`config.mk`:
```
export PLATFORM = sky130hd
export DESIGN_NAME = iobuf_halfduplex_ctrl
export DESIGN_NICKNAME = d
export VERILOG_FILES = /design/src/rtl/iobuf_halfduplex_ctrl.sv
export SDC_FILE = /design/constraint.sdc
export NUM_CORES = 1
export LEC_CHECK = 0
export ABC_AREA = 1
export BUFFER_PORTS_ARGS = -buffer_cell sky130_fd_sc_hd__buf_2
export CAP_MARGIN = 30
export CORE_ASPECT_RATIO = 1.5
export CORE_MARGIN = 4
export CORE_UTILIZATION = 43
export CTS_CLUSTER_SIZE = 12
export DETAILED_ROUTE_END_ITERATION = 7
export PLACE_DENSITY = 0.74
export SETUP_SLACK_MARGIN = 0.1
export SLEW_MARGIN = 20
export SYNTH_ARGS = -nofsm -noshare
export SYNTH_HDL_FRONTEND = slang
export SYNTH_SLANG_ARGS = --single-unit
```
`constraint.sdc`:
```
create_clock -name clk -period 1.2 [get_ports clk]
set_clock_uncertainty 0.05 [all_clocks]
set_input_delay 0.18 -clock clk [delete_from_list [all_inputs] [get_ports clk]]
set_output_delay 0.18 -clock clk [all_outputs]
set_load 0.02 [all_outputs]
```
`src/rtl/iobuf_halfduplex_ctrl.sv`:
```
// Half-duplex sequencer for one bank of tri-state IO buffers: round-robin grant between a
// write and a read requester, registered buffer enable, and bus-turnaround gaps.
module iobuf_halfduplex_ctrl #(
    parameter int WIDTH      = 8,
    parameter int DRV_CYCLES = 2,
    parameter int RD_LAT     = 2,
    parameter int TA_CYCLES  = 1
) (
    input  logic             clk,
    input  logic             rst,
    input  logic             wr_valid,
    input  logic [WIDTH-1:0] wr_data,
    output logic             wr_ready,
    input  logic             rd_req,
    output logic             rd_ack,
    output logic             rd_valid,
    output logic [WIDTH-1:0] rd_data,
    output logic [WIDTH-1:0] iob_i,
    output logic             iob_t,
    input  logic [WIDTH-1:0] iob_o,
    output logic             busy
);

    localparam int MAX_DR  = (DRV_CYCLES > RD_LAT) ? DRV_CYCLES : RD_LAT;
    localparam int MAX_CYC = (MAX_DR > TA_CYCLES) ? MAX_DR : TA_CYCLES;
    localparam int CNT_W   = $clog2(MAX_CYC + 1);

    localparam logic [CNT_W-1:0] DRV_LOAD = CNT_W'(DRV_CYCLES - 1);
    localparam logic [CNT_W-1:0] RD_LOAD  = CNT_W'(RD_LAT - 1);
    localparam logic [CNT_W-1:0] TA_LOAD  = CNT_W'((TA_CYCLES > 0) ? TA_CYCLES - 1 : 0);
    localparam logic [CNT_W-1:0] CNT_ONE  = CNT_W'(1);

    typedef enum logic [1:0] {
        ST_IDLE,
        ST_DRIVE,
        ST_WAIT,
        ST_GAP
    } state_t;

    typedef enum logic {
        PRI_WRITE,
        PRI_READ
    } pri_t;

    // With no turnaround configured, a finished transfer returns straight to IDLE.
    localparam state_t AFTER_XFER = (TA_CYCLES > 0) ? ST_GAP : ST_IDLE;

    state_t           state, state_next;
    pri_t             pri, pri_next;
    logic [CNT_W-1:0] cnt, cnt_next;
    logic             wr_grant;
    logic             rd_grant;
    logic             rd_sample;

    always_comb begin
        state_next = state;
        cnt_next   = cnt;
        pri_next   = pri;
        wr_grant   = 1'b0;
        rd_grant   = 1'b0;
        rd_sample  = 1'b0;
        case (state)
            ST_IDLE: begin
                wr_grant = wr_valid & (~rd_req | (pri == PRI_WRITE));
                rd_grant = rd_req & (~wr_valid | (pri == PRI_READ));
                if (wr_grant) begin
                    state_next = ST_DRIVE;
                    cnt_next   = DRV_LOAD;
                    pri_next   = PRI_READ;
                end else if (rd_grant) begin
                    state_next = ST_WAIT;
                    cnt_next   = RD_LOAD;
                    pri_next   = PRI_WRITE;
                end
            end
            ST_DRIVE: begin
                if (cnt == '0) begin
                    state_next = AFTER_XFER;
                    cnt_next   = TA_LOAD;
                end else begin
                    cnt_next = cnt - CNT_ONE;
                end
            end
            ST_WAIT: begin
                // The pad is sampled on the edge that ends the last wait cycle.
                if (cnt == '0) begin
                    rd_sample  = 1'b1;
                    state_next = AFTER_XFER;
                    cnt_next   = TA_LOAD;
                end else begin
                    cnt_next = cnt - CNT_ONE;
                end
            end
            ST_GAP: begin
                if (cnt == '0) begin
                    state_next = ST_IDLE;
                end else begin
                    cnt_next = cnt - CNT_ONE;
                end
            end
            default: begin
                state_next = ST_IDLE;
            end
        endcase
    end

    // iob_t is registered from the next state so the pad enable never glitches.
    always_ff @(posedge clk or posedge rst) begin
        if (rst) begin
            state    <= ST_IDLE;
            cnt      <= '0;
            pri      <= PRI_WRITE;
            iob_t    <= 1'b1;
            iob_i    <= '0;
            rd_data  <= '0;
            rd_valid <= 1'b0;
        end else begin
            state    <= state_next;
            cnt      <= cnt_next;
            pri      <= pri_next;
            iob_t    <= (state_next != ST_DRIVE);
            rd_valid <= rd_sample;
            if (wr_grant) begin
                iob_i <= wr_data;
            end
            if (rd_sample) begin
                rd_data <= iob_o;
            end
        end
    end

    assign wr_ready = wr_grant;
    assign rd_ack   = rd_grant;
    assign busy     = (state != ST_IDLE);

endmodule

```
==> run_results.csv <==
group,metric,value,unit
run_status,outcome,"finished, violations left",
run_status,violations,"setup timing",
yosys,synth-simple-area-share,28.9,%
clocking,clock_latency,0.30,ns
grt,met2_usage,30.5,%
drt,ant_nets,0,
clocking,cts_buffer_depth,2,
worst_setup_path,criticalPathCategory,"register to output pin",
run,maxCapViolCount,0,
placement,gp_congestion,0.795,
timing,tightestPinTransition,0.345,ns
layout,final_nets,233,
placement,io_buffer_count,40,
yosys,ys_types,17,
grt,grt_pass1_vias,1119,
placement,hpwl,2010,um
worst_setup_path,arrival,1.23,ns
yosys,synth-seq-area-share,53.5,%
hold_path,hp-start,"iob_o[3]",
die,die_y,69.3,um
yosys,netlist_top_cells_count,"nand2_1 (63), dfrtp_1 (22), inv_1 (11)",
die,rows,22,
yosys,synth_edf_count,0,
yosys,muxShareOfSynthArea,0,%
die,die_w,48.9,um
placement,dpl_cell_area,1440,um2
drt,wirelength,3570,um
yosys,syn-instance-count,127,
grt,grt_max_degree,13,
layout,n_antenna_cell,0,
yosys,synth-xor-area-share,0,%
timing,slew_viol_final,0,
power_and_ir_drop,power_density,2830,nW/um2
worst_setup_path,cp-start-kind,"register",
drt,vias,1147,
power_and_ir_drop,p_total,5.30,mW
drt,via_per_inst,5.01,
grt,grt_pass1_wl,4640,um
yosys,yosys.area_share.adder,8.12,%
timing,final_hold_viol_count,0,
yosys,netlist.area_leader.share,51.0,%
yosys,yosys_register_bits,23,
yosys,syn_nets,154,
hold_path,whs_endpoint,"rd_data[3]",
yosys,synth_compound_area_share,4.41,%
yosys,synth_area,1080,um2
grt,track_usage,16.8,%
worst_setup_path,r2r_cells,8,
layout,utilization,77.2,%
yosys,avgSynthCellArea,8.49,um2
timing,finalCritPeriodShare,122,%
timing,setup_slack,-0.261,ns
worst_setup_path,cp_data_required_time,0.97,ns
layout,area_delta_synth_final,73.3,%
die,design.core.area,2420,um2
clocking,cts_root_buf,"clkbuf_4",
yosys,ys_async_sr_fraction,100,%
clocking,cts_buffers,3,
yosys,synth_top_family_by_area,"simple AND/OR/NAND/NOR gates",
yosys,yosysTopAreaCell,"dfrtp_1",
layout,drive_above_1_share,52.7,%
drt,drc,0,
timing,setup_viol,26,
hold_path,worstHoldPathType,"input pin to register",
drt,dr.pass1.iters,4,
hold_path,holdPathStages,3,
clocking,cts_tree,"built",
die,ioPinCount,41,
die,initial_core_util,44.5,%
timing,slew_headroom,77.0,%
worst_setup_path,rr_startpoint,"state[0]",
yosys,yosysMostFrequentCell,"nand2_1",
drt,drt-wirelength-per-cell,15.6,um
worst_setup_path,cp-end-kind,"output pin",
layout,finish.instance_area,1870,um2
timing,period_minus_slack,1.46,ns
grt,overflow,0,
timing,rsz0062_at_grt,"yes",
worst_setup_path,critPathMaxFanout,3,
power_and_ir_drop,ir_worst_vdd,1.91,mV
grt,antenna_found_initial,0,
yosys,ys_dominant_reg_cell,"dfrtp_1",
drt,drtIter0Drc,31,
yosys,yosys_warnings,0,
clocking,htreeDepth,1,
die,die_area,3390,um2
power_and_ir_drop,power.leakage,1.01,nW
grt,use_met1,18.1,%
clocking,path_clk_slew,0.13,ns
clocking,clock_sinks,23,
timing,timing.fmax,684,MHz
grt,grt_use_met3,3.66,%
worst_setup_path,r2r_slack,-0.16,ns
grt,busiest_layer,"met2",
worst_setup_path,reg2reg_to,"iob_i[0]",
yosys,synth_area_leaders,"dfrtp_1 (51%), nand2_1 (22%), ha_1 (8.1%)",
kinds of logic (layout without fill, tap and decap cells):
family                   Yosys count  in the layout
adder cells (fa/ha/maj)            7              7
AND/OR/NAND/NOR                   75             75
flip-flops                        23             23
AO/OA/AOI/OAI                      8              8
buffers and inverters             14             92
through the flow:
step | hold WS (ns) | worst slack, ns | instances | TNS [ns]
2_1_floorplan | 0.131 | 0.0769 | 127 | 0
3_3_place_gp | 0.0759 | -0.0540 | 202 | -0.0540
3_5_place_dp | 0.0875 | -0.0513 | 202 | -0.0845
4_1_cts | 0.000578 | -0.257 | 217 | -1.69
5_1_grt | 0.0132 | -0.311 | 229 | -4.19
6_report | 0.0121 | -0.261 | 229 | -3.02
worst max path at each step:
| stage | cells after the start | from | slack [ns] | to |
|---|---|---|---|---|
| floorplan | 7 | state[1] | 0.08 | iob_t |
| global placement | 6 | state[1] | -0.05 | cnt[0] |
| detailed placement | 6 | state[1] | -0.05 | cnt[0] |
| CTS | 5 | state[0] | -0.26 | wr_ready |
| global route | 5 | state[0] | -0.31 | wr_ready |
| finish | 5 | state[1] | -0.26 | rd_ack |
worst max-delay path, cell delays in order, from the launching register on:
cell and delay, ns:
dfrtp_1 0.42, inv_2 0.09, ha_4 0.16, inv_2 0.06
nor2_4 0.07, buf_6 0.11
registers in the layout, indices dropped and copies added, names as in the netlist:
name,flops
cnt,2
iob_i,8
state,2
pri,1
rd_data,8
iob_t,1
rd_valid,1
report_power, final:
| group | total, mW | internal [mW] | switching [mW] |
|---|---|---|---|
| Combinational | 3.51 | 1.72 | 1.79 |
| Clock | 0.355 | 0.129 | 0.225 |
| Sequential | 1.44 | 1.15 | 0.289 |
| Total | 5.30 | 2.99 | 2.30 |
what timing repair did:
item / 4_1_cts / 5_1_grt
endpoints found under the setup margin: 38 / 44
hold buffers: 1 / 1
pin swaps: 3 / 11
gates cloned: 0 / 1
resized for setup: 42 / 27
setup buffers: 10 / 12
hold endpoints to repair: 5 / 1
area by class of cell:
class | instances | area [um2]
Clock buffer | 4 | 26.3
Fill cell | 141 | 553
Inverter | 14 | 67.6
Multi-Input combinational cell | 90 | 572
Sequential cell | 23 | 577
Tap cell | 24 | 30.0
Timing Repair Buffer | 73 | 592
Timing Repair inverter | 1 | 5.00
cell usage in the layout, fill, tap and decap left out, types with 3 or more instances in the layout:
cell	instances
nand2_2	5
inv_1	4
clkbuf_4	3
inv_2	6
dfrtp_1	22
buf_2	19
o21ai_2	3
buf_4	29
ha_4	5
nand3_2	3
buf_6	23
nand2_1	59
per-layer routing:
layer / vias to the layer above / routed length [um]
met1: 542 / 1250
li1: 546 / -
met3: 6 / 182
met5: - / 0
met2: 53 / 2060
met4: 0 / 81
No activity file was read; power rests on OpenSTA's default activity.
